$ cat src/rtl/mem_access_unit.sv
// Sequences 8-bit or 16-bit loads and stores from the pipeline MEM stage onto a
// byte-wide memory port, one byte per cycle, stalling the pipeline until done.
module mem_access_unit #(
  parameter bit BIG_ENDIAN = 1'b1
) (
  input  logic        clk,
  input  logic        reset,
  input  logic        req,
  input  logic        memRead,
  input  logic        memWrite,
  input  logic        byteOp,
  input  logic        signedLoad,
  input  logic [15:0] address,
  input  logic [15:0] writeData,
  output logic        stall,
  output logic        done,
  output logic [15:0] readData,
  output logic        illegal,
  output logic [15:0] bAddr,
  output logic [7:0]  bWdata,
  output logic        bWe,
  output logic        bRe,
  input  logic [7:0]  bRdata
);

  typedef enum logic [2:0] {
    IDLE,
    RD0,
    RD1,
    RDW,
    WR0,
    WR1,
    DONE
  } state_t;

  state_t      state, state_next;
  logic [15:0] addr_q;
  logic [15:0] wdata_q;
  logic        byte_q;
  logic        signed_q;
  logic [7:0]  first_q;
  logic [15:0] addr_inc;
  logic [15:0] load_word;
  logic        accept;
  logic        both_req;

  assign both_req = req && memRead && memWrite;
  assign accept   = (state == IDLE) && req && (memRead ^ memWrite);
  // Wraps naturally at 16 bits, so odd word addresses and 16'hFFFF need no special case.
  assign addr_inc = addr_q + 16'd1;

  always_comb begin
    if (byte_q)
      load_word = {(signed_q ? {8{bRdata[7]}} : 8'h00), bRdata};
    else if (BIG_ENDIAN)
      load_word = {first_q, bRdata};
    else
      load_word = {bRdata, first_q};
  end

  always_ff @(posedge clk) begin
    if (reset) state <= IDLE;
    else       state <= state_next;
  end

  // NOTE: operand and byte-capture registers carry no reset; they are always
  // written (on acceptance / in RD1) before anything reads them.
  always_ff @(posedge clk) begin
    if (accept) begin
      addr_q   <= address;
      wdata_q  <= writeData;
      byte_q   <= byteOp;
      signed_q <= signedLoad;
    end
    if (state == RD1) first_q <= bRdata;
  end

  // readData only changes when a load completes; stores leave it alone.
  always_ff @(posedge clk) begin
    if (reset)              readData <= 16'h0000;
    else if (state == RDW)  readData <= load_word;
  end

  // NOTE: every output gets a default before the case so no path can infer a latch.
  always_comb begin
    state_next = state;
    stall      = 1'b0;
    done       = 1'b0;
    illegal    = 1'b0;
    bRe        = 1'b0;
    bWe        = 1'b0;
    bAddr      = addr_q;
    bWdata     = 8'h00;
    case (state)
      IDLE: begin
        if (both_req) begin
          illegal = 1'b1;
        end else if (accept) begin
          stall      = 1'b1;
          state_next = memRead ? RD0 : (byteOp ? WR1 : WR0);
        end
      end
      RD0: begin
        stall      = 1'b1;
        bRe        = 1'b1;
        state_next = byte_q ? RDW : RD1;
      end
      RD1: begin
        stall      = 1'b1;
        bRe        = 1'b1;
        bAddr      = addr_inc;
        state_next = RDW;
      end
      RDW: begin
        stall      = 1'b1;
        state_next = DONE;
      end
      WR0: begin
        stall      = 1'b1;
        bWe        = 1'b1;
        bWdata     = BIG_ENDIAN ? wdata_q[15:8] : wdata_q[7:0];
        state_next = WR1;
      end
      WR1: begin
        stall = 1'b1;
        bWe   = 1'b1;
        // A byte store skips WR0 and writes its single byte at the base address.
        if (byte_q) begin
          bWdata = wdata_q[7:0];
        end else begin
          bAddr  = addr_inc;
          bWdata = BIG_ENDIAN ? wdata_q[7:0] : wdata_q[15:8];
        end
        state_next = DONE;
      end
      DONE: begin
        done       = 1'b1;
        state_next = IDLE;
      end
      default: state_next = IDLE;
    endcase
    // The state register still holds the old state during the reset cycle.
    if (reset) begin
      state_next = IDLE;
      stall      = 1'b0;
      done       = 1'b0;
      illegal    = 1'b0;
      bRe        = 1'b0;
      bWe        = 1'b0;
    end
  end

endmodule

$ cat config.mk
export PLATFORM = sky130hd
export DESIGN_NAME = mem_access_unit
export DESIGN_NICKNAME = d
export VERILOG_FILES = /design/src/rtl/mem_access_unit.sv
export SDC_FILE = /design/constraint.sdc
export NUM_CORES = 1
export LEC_CHECK = 0
export CORE_MARGIN = 10
export CORE_UTILIZATION = 32
export DETAILED_ROUTE_END_ITERATION = 16
export SYNTH_ARGS = -nofsm -noshare
export SYNTH_HDL_FRONTEND = slang
export SYNTH_SLANG_ARGS = --single-unit
$ cat constraint.sdc
create_clock -name clk -period 4.3 [get_ports clk]
set_clock_uncertainty 0.2 [all_clocks]
set_input_delay 1.075 -clock clk [delete_from_list [all_inputs] [get_ports clk]]
set_output_delay 1.075 -clock clk [all_outputs]
set_load 0.05 [all_outputs]
[After elaboration in Yosys (flattened, before gate mapping)]
Index checks and enable logic that the tools add are counted.
Cells by class
  reductions and logical operators: 10
  add/subtract/negate cells: 1
  equal/unequal tests: 8
  bitwise logic cells: 1
  multiplexer cells: 24
Operators by type and width (count)
  $mux W16: 2
  $pmux W16 S2: 1
  $add A16 B1 Y16 const B: 1
  $pmux W8 S2: 1
  $pmux W3 S5: 1
  $mux W1: 14
  $eq A3 B3 Y1 const B: 3
  $mux W3: 3
  $mux W8: 1
  $eq A3 B2 Y1 const B: 2
  $reduce_or A2 Y1: 3
  $reduce_or A5 Y1: 1
  $logic_and A1 B1 Y1: 4
  $ne A2 B2 Y1 const B: 2
  $eq A3 B1 Y1 const B: 1
  $logic_not A3 Y1: 1
  $pmux W1 S2: 1
  $reduce_and A2 Y1: 1
  $xor A1 B1 Y1: 1
Storage, ports and cells
  output and inout port bits: 45
  bits in registers: 61
  input port bits: 47
  word-level logic and storage cells: 51

[Depth between registers and ports, before layout]
Gate-level depths: netlist of the first run.
  depth after elaboration: 7
  mapped depth: 6
  gate-level depth less buffers: 4

[Least setup slack after synthesis of the first run]
Ideal clock, no wire load.
  path kind: input to output
  start: input req
  end: output illegal
  cell stages on the path: 2
  data arrival time: 2.650 ns
  buffers on the path: 0
  required time: 3.025 ns
  slack: 0.375 ns
  path through: or4b_1 -> nor3_1
Between the ends
  cells in the longest elaborated chain, start to end: 5
Ends and longest elaborated chain
  start, declared: RTL line 8  | input logic req,
  $logic_and A1 B1 Y1 (2 in series): RTL line 47  | assign both_req = req && memRead && memWrite;
  $mux W1: RTL line 96  | if (both_req) begin
  $mux W1: RTL line 94  | case (state)
  $mux W1: RTL line 143  | if (reset) begin
  end, declared: RTL line 18  | output logic illegal,
Every way passes these cells.

[Worst setup path after layout of the first run]
  start: input req
  end: output stall
Between the ends
  cells in the longest elaborated chain, start to end: 6
  elaborated cells on any way between the ends: 8
  classes of those cells: 4 x mux; 4 x reduce/logical
Ends and longest elaborated chain
  $logic_and A1 B1 Y1 (2 in series): RTL line 48  | assign accept = (state == IDLE) && req && (memRead ^ memWrite);
  $mux W1: RTL line 98  | end else if (accept) begin
  $mux W1 (*): RTL line 96
  $pmux W1 S2 (*): RTL line 94
  $mux W1 (*): RTL line 143
  end, declared: RTL line 15  | output logic stall,
Mark *: on every way between the ends. The rest lies on a longest branch, timed or not.

==> tab_implementation.tex, run 1 <==
\begin{tabular}{lr}
\hline
Metric & Value \\
\hline
\multicolumn{2}{l}{\textbf{Synth}} \\
\quad Mapped cell area & 2587 um2 \\
\quad Synth Register Bits & 61 \\
\quad Syn Nets & 268 \\
\quad Post-synthesis area per instance & 11.76 um2 \\
\quad Warnings from Yosys & 0 \\
\quad Count of distinct cell types in the synthesized netlist & 35 \\
\quad Part of the Yosys area used for sequential elements & 0.6344 \\
\quad Gate Count Post-Synth & 220 \\
\multicolumn{2}{l}{\textbf{Critical path}} \\
\quad R2R Path End & readData[9]\$\_SDFFE\_PP0P\_ \\
\quad Worst EP required & 3.02 ns \\
\quad Reg2reg setup slack & 1.98 ns \\
\quad Reg2reg path depth & 5 \\
\quad Signal arrival time at the worst endpoint & 2.64 ns \\
\quad Startpoint of the worst register-to-register path & state[0]\$\_SDFFE\_PP0P\_ \\
\quad Buffer and inverter count on the worst path & 2 \\
\quad Critical Path End Type & output port \\
\quad Crit path cell chain & clkdlybuf4s50\_1, or4b\_1, a2bb2oi\_1, nor2\_1, buf\_12 \\
\quad Delay of the slowest cell on the worst path & 0.52 ns \\
\quad Start-to-end type of the worst setup path & primary input to output port \\
\quad Kind of cell adding the most delay to the critical path & simple AND/OR/NAND/NOR gates \\
\quad Critical path launch point type & primary input \\
\quad Cell with the largest stage delay on the worst path & sky130\_fd\_sc\_hd\_\_or4b\_1 \\
\quad Crit-path max FO & 3 \\
\multicolumn{2}{l}{\textbf{Drt}} \\
\quad Number of nets with antenna violations after routing & 0 \\
\quad Wire length after detailed routing & 6539 um \\
\quad Count of vias placed by the detailed router & 1905 \\
\quad TritonRoute pass-1 iters & 4 \\
\quad Avg Vias per Cell & 4.504 \\
\quad DR DRC count & 0 \\
\quad Routed wirelength normalized by instance count & 15.46 um \\
\quad Number of design-rule violations left by the first detailed-router iteration & 75 \\
\multicolumn{2}{l}{\textbf{GRT}} \\
\quad Antenna violations before repair & 0 \\
\quad Largest net degree at the start of global routing & 33 \\
\quad Global-route wire length before repair & 10090 um \\
\quad GRT Residual Overflow & 0 \\
\quad Number of global-route vias before repair & 1885 \\
\quad Global-route total usage across every layer & 0.1095 \\
\multicolumn{2}{l}{\textbf{STA}} \\
\quad Max-slew violation total from the final report & 0 \\
\quad Fmax & 255.4 MHz \\
\quad Unrepaired setup endpoints after global routing & no \\
\quad Final TNS setup & 0 ns \\
\quad Final worst path period share & 0.9104 \\
\quad Count of final setup violators & 0 \\
\quad Post-layout minimum cycle time & 3.915 ns \\
\quad Worst rel slew slack & 0.3069 \\
\quad Smallest hold slack & 0.2565 ns \\
\quad Worst Tran Pin Value & 1.036 ns \\
\quad Number of failing hold endpoints at the final stage & 0 \\
\multicolumn{2}{l}{\textbf{Final layout}} \\
\quad Sequential standard cell area & 1642 um2 \\
\quad Cell area after layout & 3864 um2 \\
\quad Syn-to-layout area delta & 49.32\% \\
\quad Fraction of layout cells with a size suffix above 1 & 0.1402 \\
\quad Filler cells & 714 \\
\quad Total inserted antenna cells & 0 \\
\quad Total area of multi-input combinational cells & 893.4 um2 \\
\quad Non-Filler Instances & 423 \\
\quad Layout net count & 364 \\
\multicolumn{2}{l}{\textbf{Worst hold path}} \\
\quad Worst Hold Class & register to register \\
\quad Start point of the worst hold path & readData[0]\$\_SDFFE\_PP0P\_ \\
\quad Depth of the worst hold-timing path & 2 \\
\quad Capture endpoint of the worst hold path & readData[0]\$\_SDFFE\_PP0P\_ \\
\multicolumn{2}{l}{\textbf{Placed design}} \\
\quad Estimated wirelength of the detail-placed design & 4958 um \\
\quad Cell count after placement & 407 \\
\quad Final Wtd Congestion & 0.7899 \\
\quad Count of input and output buffers & 91 \\
\quad Total placed instance area & 3646 um2 \\
\multicolumn{2}{l}{\textbf{Clock tree}} \\
\quad Root Buffer & sky130\_fd\_sc\_hd\_\_clkbuf\_8 \\
\quad Post-CTS setup repair buffer count & 0 \\
\quad Maximum count of clock buffers along a single path & 2 \\
\quad Clock transition at the registers of the reported paths & 0.07 ns \\
\quad Clock latency of the later-clocked register in the worst-skew pair & 0.32 ns \\
\quad Count of instances resized after the clock tree is built & 0 \\
\quad Number of hold buffers added after CTS & 0 \\
\quad Clock tree from TritonCTS & built \\
\quad Clock buffer count from CTS & 9 \\
\quad Deepest level of the CTS H-tree & 3 \\
\quad Clk sink count & 61 \\
\multicolumn{2}{l}{\textbf{Pwr}} \\
\quad Total power per unit cell area & 550.8 nW/um2 \\
\quad Static leakage & 1.338 nW \\
\quad Worst supply voltage drop on vdd & 0.3334 mV \\
\multicolumn{2}{l}{\textbf{Floorplanning}} \\
\quad Count of pins on the block boundary & 92 \\
\quad Initial Utilization & 0.3314 \\
\quad Rows & 32 \\
\quad Core box area & 7807 um2 \\
\quad Chip height & 109.9 um \\
\quad Width of the die & 109.9 um \\
\quad Area enclosed by the die boundary & 12080 um2 \\
\multicolumn{2}{l}{\textbf{Run status}} \\
\quad Status & complete, no violations \\
\multicolumn{2}{l}{\textbf{Run}} \\
\quad Maximum capacitance violations & 0 \\
\hline
\end{tabular}
## report_power, final
part	switching, mW	internal, mW	leakage [nW]	total (mW)
sequential	0.0739	0.746	0.542	0.819
combinational	0.475	0.292	0.682	0.767
clock	0.224	0.318	0.115	0.542
## metal layers
layer | up-vias | part of all wire | track usage
met5 | - | 0 | 0
met4 | 0 | 0.013 | 0.04926
met3 | 4 | 0.047 | 0.03394
met2 | 46 | 0.51 | 0.1854
met1 | 877 | 0.43 | 0.1239
li1 | 978 | - | -
## state kept, by name, indices dropped and copies added (netlist names)
signal,cells
addr_q,16
signed_q,1
readData,16
byte_q,1
wdata_q,16
first_q,8
state,3
## worst max-delay path by stage
| stage | startpoint | to | slack [ns] | cells past startpoint |
|---|---|---|---|---|
| floorplan | req | illegal | 0.38 | 2 |
| global placement | req | stall | 0.39 | 5 |
| detailed placement | req | stall | 0.36 | 5 |
| CTS | req | stall | 0.36 | 5 |
| global route | state[2]$_SDFFE_PP0P_ | bAddr[15] | 0.32 | 5 |
| finish | req | stall | 0.39 | 5 |
## stage by stage
step | setup WS [ns] | power [mW] | utilization
final | 0.3852 | 2.128 | 0.4949
after global routing | 0.3173 | 2.242 | 0.4949
after CTS | 0.3638 | 2.164 | 0.4949
after detailed placement | 0.3639 | 1.609 | 0.4670
after global placement | 0.3896 | 1.605 | 0.4670
after floorplan | 0.3752 | 1.317 | -
## logic make-up after synthesis
| group | after synthesis | share of synthesized area |
|---|---|---|
| and+or+nand+nor | 94 | 0.1828 |
| DFF | 61 | 0.6344 |
| AOI/OAI and AO/OA | 26 | 0.06867 |
| xor gates and xnor gates | 15 | 0.05078 |
| buffers and inverters | 14 | 0.02321 |
| muxes | 9 | 0.03530 |
| adders and majority gates | 1 | 0.004835 |
## worst reg2reg max path, stage by stage, from the launching register on
cell and delay [ns]:
sky130_fd_sc_hd__dfxtp_1 0.40, sky130_fd_sc_hd__buf_4 0.29, sky130_fd_sc_hd__inv_1 0.13, sky130_fd_sc_hd__or2_2 0.43, sky130_fd_sc_hd__a31oi_1 0.58, sky130_fd_sc_hd__a211oi_1 0.15
## cells in the mapped netlist
master,n,share of area
sky130_fd_sc_hd__o211ai_1,1,0.0029
sky130_fd_sc_hd__o32a_1,1,0.0039
sky130_fd_sc_hd__and4bb_1,1,0.0048
sky130_fd_sc_hd__nand2b_1,11,0.027
sky130_fd_sc_hd__ha_1,1,0.0048
sky130_fd_sc_hd__or4b_1,1,0.0039
sky130_fd_sc_hd__inv_1,4,0.0058
sky130_fd_sc_hd__a21oi_1,10,0.019
sky130_fd_sc_hd__o21ai_0,2,0.0039
sky130_fd_sc_hd__edfxtp_1,42,0.49
sky130_fd_sc_hd__or3_1,1,0.0024
sky130_fd_sc_hd__mux2_1,1,0.0044
sky130_fd_sc_hd__nor4bb_1,1,0.0039
sky130_fd_sc_hd__buf_6,1,0.0044
sky130_fd_sc_hd__and4_1,2,0.0068
sky130_fd_sc_hd__o2111ai_2,1,0.0058
sky130_fd_sc_hd__xnor2_1,8,0.027
sky130_fd_sc_hd__a211oi_1,8,0.023
sky130_fd_sc_hd__xor2_1,7,0.024
sky130_fd_sc_hd__a2bb2oi_1,1,0.0034
sky130_fd_sc_hd__nand3_1,3,0.0058
sky130_fd_sc_hd__clkbuf_1,9,0.013
sky130_fd_sc_hd__or4_1,2,0.0058
sky130_fd_sc_hd__dfxtp_1,19,0.15
sky130_fd_sc_hd__nor2_1,28,0.041
sky130_fd_sc_hd__and2_1,1,0.0024
sky130_fd_sc_hd__o21ba_2,1,0.0039
sky130_fd_sc_hd__or2_2,2,0.0048
sky130_fd_sc_hd__nand4_1,4,0.0097
sky130_fd_sc_hd__nor3_1,8,0.015
sky130_fd_sc_hd__nor3b_4,1,0.0073
sky130_fd_sc_hd__and3b_1,1,0.0034
sky130_fd_sc_hd__a31oi_1,1,0.0024
sky130_fd_sc_hd__nand2_1,27,0.039
sky130_fd_sc_hd__mux2i_1,8,0.031
## final cells by class
| cell class | count | share of cell area |
|---|---|---|
| repair buffers | 95 | 0.2506 |
| multi-input cells | 145 | 0.2312 |
| well taps | 102 | 0.03303 |
| clock buffers | 11 | 0.04210 |
| clock inverters | 5 | 0.01425 |
| flip-flops and latches | 61 | 0.4249 |
| inverters | 4 | 0.003886 |
## cell usage in the layout (no fill, tap or decap), types with 2 or more instances in the layout
master                            instances
sky130_fd_sc_hd__clkbuf_8                10
sky130_fd_sc_hd__a211oi_1                 8
sky130_fd_sc_hd__buf_12                   6
sky130_fd_sc_hd__a21oi_1                 10
sky130_fd_sc_hd__o21ai_0                  2
sky130_fd_sc_hd__clkdlybuf4s50_1         72
sky130_fd_sc_hd__inv_1                    4
sky130_fd_sc_hd__nand4_1                  4
sky130_fd_sc_hd__or2_2                    2
sky130_fd_sc_hd__buf_4                   17
sky130_fd_sc_hd__xor2_1                   7
sky130_fd_sc_hd__edfxtp_1                42
sky130_fd_sc_hd__nand2_1                 27
sky130_fd_sc_hd__nand3_1                  3
sky130_fd_sc_hd__nor2_1                  27
sky130_fd_sc_hd__clkinv_2                 2
sky130_fd_sc_hd__dfxtp_1                 19
sky130_fd_sc_hd__mux2i_1                  8
sky130_fd_sc_hd__nor3_1                   8
sky130_fd_sc_hd__or4_1                    2
sky130_fd_sc_hd__and4_1                   2
sky130_fd_sc_hd__xnor2_1                  8
sky130_fd_sc_hd__nand2b_1                11
(Power assumes the default switching activity.)
==> inputs of run 2 (changes only) <==
--- a/config.mk
+++ b/config.mk
@@ -6,8 +6,9 @@
 export NUM_CORES = 1
 export LEC_CHECK = 0
 export CORE_MARGIN = 10
-export CORE_UTILIZATION = 32
+export CORE_UTILIZATION = 45
 export DETAILED_ROUTE_END_ITERATION = 16
+export PLACE_DENSITY = 0.8
 export SYNTH_ARGS = -nofsm -noshare
 export SYNTH_HDL_FRONTEND = slang
 export SYNTH_SLANG_ARGS = --single-unit
==> run 2 against run 1 <==
  * Worst setup slack better by 0.0029 ns
  * Critical path depth unchanged
  * Global-route usage grew 3.7 points
  * Core utilization up 20 points
  * Via count rose by 3.5%
  * Non-clock buffer count rose by 1
  * Sequential share of layout area grew 0.083 points
  * Flip-flop and latch count did not move
  * Final cell count is 6.9% lower
==> tab_implementation.tex, run 2 (synthesis gave the netlist of run 1 again) <==
\begin{tabular}{lr}
\hline
Metric & Value \\
\hline
\multicolumn{2}{l}{\textbf{Floorplanning}} \\
\quad Rows & 27 (-16\%) \\
\quad Count of pins on the block boundary & 92 (unchanged) \\
\quad Area enclosed by the die boundary & 9183 um2 (-24\%) \\
\quad Chip height & 95.83 um (-13\%) \\
\quad Core box area & 5540 um2 (-29\%) \\
\quad Width of the die & 95.83 um (-13\%) \\
\quad Initial Utilization & 0.4670 (+0.1356) \\
\multicolumn{2}{l}{\textbf{Pwr}} \\
\quad Final Total Pwr & 2.164 mW (+1.7\%) \\
\quad Static leakage & 1.347 nW (+0.65\%) \\
\quad Worst supply voltage drop on vdd & 0.3722 mV (+12\%) \\
\quad Total power per unit cell area & 561.1 nW/um2 (+1.9\%) \\
\multicolumn{2}{l}{\textbf{Drt}} \\
\quad Count of vias placed by the detailed router & 1972 (+3.5\%) \\
\quad Wire length after detailed routing & 6452 um (-1.3\%) \\
\quad Number of design-rule violations left by the first detailed-router iteration & 31 (-59\%) \\
\quad TritonRoute pass-1 iters & 4 (unchanged) \\
\quad Avg Vias per Cell & 5.005 (+11\%) \\
\quad Routed wirelength normalized by instance count & 16.38 um (+5.9\%) \\
\quad DR DRC count & 0 (unchanged) \\
\quad Number of nets with antenna violations after routing & 0 (unchanged) \\
\multicolumn{2}{l}{\textbf{Critical path}} \\
\quad Critical Path End Type & output port \\
\quad Worst EP required & 3.02 ns (about the same) \\
\quad Signal arrival time at the worst endpoint & 2.64 ns (about the same) \\
\quad Critical path launch point type & primary input \\
\quad Start-to-end type of the worst setup path & primary input to output port \\
\quad Crit-path max FO & 3 (unchanged) \\
\quad Reg2reg setup slack & 1.90 ns (-0.08 ns) \\
\multicolumn{2}{l}{\textbf{GRT}} \\
\quad Global-route total usage across every layer & 0.1462 (+0.03663) \\
\quad Number of global-route vias before repair & 2061 (+9.3\%) \\
\quad GR Layer Usage met3 & 0.04591 (+0.01198) \\
\quad Layer with the highest usage & met2 \\
\quad Largest net degree at the start of global routing & 28 (-15\%) \\
\quad Global-route wire length before repair & 10130 um (+0.35\%) \\
\quad Met2 Use GR & 0.2590 (+0.07359) \\
\quad Global routing usage on met1 & 0.1443 (+0.02041) \\
\quad GRT Residual Overflow & 0 (unchanged) \\
\quad Antenna violations before repair & 0 (unchanged) \\
\multicolumn{2}{l}{\textbf{Final layout}} \\
\quad Commonest non-fill, non-tap cell in the layout & sky130\_fd\_sc\_hd\_\_clkdlybuf4s50\_1 \\
\quad Leading registers by flop count & addr\_q: 16 flops, readData: 16 flops, wdata\_q: 16 flops \\
\quad Total inserted antenna cells & 0 (unchanged) \\
\quad Syn-to-layout area delta & 49.03\% \\
\quad Non-Filler Instances & 394 (-6.9\%) \\
\quad Fraction of layout cells with a size suffix above 1 & 0.1335 (-0.006647) \\
\quad Commonest cells after routing, fill and taps aside & 74 x sky130\_fd\_sc\_hd\_\_clkdlybuf4s50\_1, 42 x sky130\_fd\_sc\_hd\_\_edfxtp\_1, 27 x sky130\_fd\_sc\_hd\_\_nor2\_1, 27 x sky130\_fd\_sc\_hd\_\_nand2\_1, 19 x sky130\_fd\_sc\_hd\_\_dfxtp\_1 \\
\quad Layout net count & 365 (+0.27\%) \\
\multicolumn{2}{l}{\textbf{Clock tree}} \\
\quad Clock tree from TritonCTS & built \\
\quad Deepest level of the CTS H-tree & 3 (unchanged) \\
\quad Clock latency of the later-clocked register in the worst-skew pair & 0.34 ns (+0.02 ns) \\
\quad Post-CTS setup repair buffer count & 0 (unchanged) \\
\quad Root Buffer & sky130\_fd\_sc\_hd\_\_clkbuf\_8 \\
\quad Count of instances resized after the clock tree is built & 0 (unchanged) \\
\quad Clock buffer count from CTS & 9 (unchanged) \\
\quad Clock transition at the registers of the reported paths & 0.07 ns (about the same) \\
\quad Clk sink count & 61 (unchanged) \\
\quad Number of hold buffers added after CTS & 0 (unchanged) \\
\quad Maximum count of clock buffers along a single path & 2 (unchanged) \\
\multicolumn{2}{l}{\textbf{STA}} \\
\quad Count of final setup violators & 0 (unchanged) \\
\quad Unrepaired setup endpoints after global routing & no \\
\quad Worst Tran Pin Value & 0.9970 ns (-0.03884 ns) \\
\quad Number of failing hold endpoints at the final stage & 0 (unchanged) \\
\quad Worst rel slew slack & 0.3329 (+0.02599) \\
\quad Final TNS setup & 0 ns (unchanged) \\
\quad Final worst path period share & 0.9097 (about the same) \\
\quad Post-layout minimum cycle time & 3.912 ns (-0.002905 ns) \\
\quad Max-slew violation total from the final report & 0 (unchanged) \\
\quad Fmax & 255.6 MHz (about the same) \\
\multicolumn{2}{l}{\textbf{Placed design}} \\
\quad Final Wtd Congestion & 0.8574 (+8.5\%) \\
\quad Estimated wirelength of the detail-placed design & 4942 um (-0.32\%) \\
\quad Count of input and output buffers & 91 (unchanged) \\
\quad Cell count after placement & 378 (-7.1\%) \\
\multicolumn{2}{l}{\textbf{Worst hold path}} \\
\quad Worst Hold Class & register to register \\
\multicolumn{2}{l}{\textbf{Run}} \\
\quad Maximum capacitance violations & 0 (unchanged) \\
\multicolumn{2}{l}{\textbf{Run status}} \\
\quad Status & complete, no violations \\
\hline
\end{tabular}
==> run 2: cell type report <==
type / instances / area, um2
Clock buffer: 12 / 177.7
Timing Repair Buffer: 96 / 993.5
Clock inverter: 4 / 50.05
Sequential cell: 61 / 1642
Multi-Input combinational cell: 145 / 888.4
Fill cell: 433 / 1684
Inverter: 4 / 15.01
Tap cell: 72 / 90.09
==> run 2: worst max-delay path, stage by stage <==
cell and delay (ns):
sky130_fd_sc_hd__clkdlybuf4s50_1 0.45, sky130_fd_sc_hd__or4b_1 0.50, sky130_fd_sc_hd__a2bb2oi_1 0.20, sky130_fd_sc_hd__nor2_1 0.23, sky130_fd_sc_hd__buf_12 0.18
==> run 2: worst paths after layout <==
path / to / start / cells after the start
min reg2reg: readData[0]$_SDFFE_PP0P_ / readData[0]$_SDFFE_PP0P_ / 2
min: readData[0]$_SDFFE_PP0P_ / readData[0]$_SDFFE_PP0P_ / 2
max: stall / req / 5
max reg2reg: addr_q[5]$_DFFE_PP_ / state[0]$_SDFFE_PP0P_ / 4
==> run 2: per-layer routing <==
layer / wire (um) / part of all wire / up-vias
met1: 2402 / 0.37 / 915
met5: 0 / 0 / -
met3: 439 / 0.068 / 18
met2: 3396 / 0.53 / 56
met4: 214 / 0.033 / 0
li1: - / - / 983
==> run 2: report_power, final <==
part / switching, mW / internal (mW)
Combinational: 0.487 / 0.304
Sequential: 0.0664 / 0.745
Clock: 0.223 / 0.338
Total: 0.776 / 1.39
==> run 2: per-stage QoR <==
stage,hold slack (ns),area [um2],setup slack [ns],util
after floorplan,0.3048,2587,0.3752,-
after CTS,0.2563,3856,0.3879,0.6960
after global placement,0.2414,3628,0.4722,0.6549
after global routing,0.2803,3856,0.2516,0.6960
after detailed placement,0.2480,3628,0.3986,0.6549
final,0.2546,3856,0.3881,0.6960
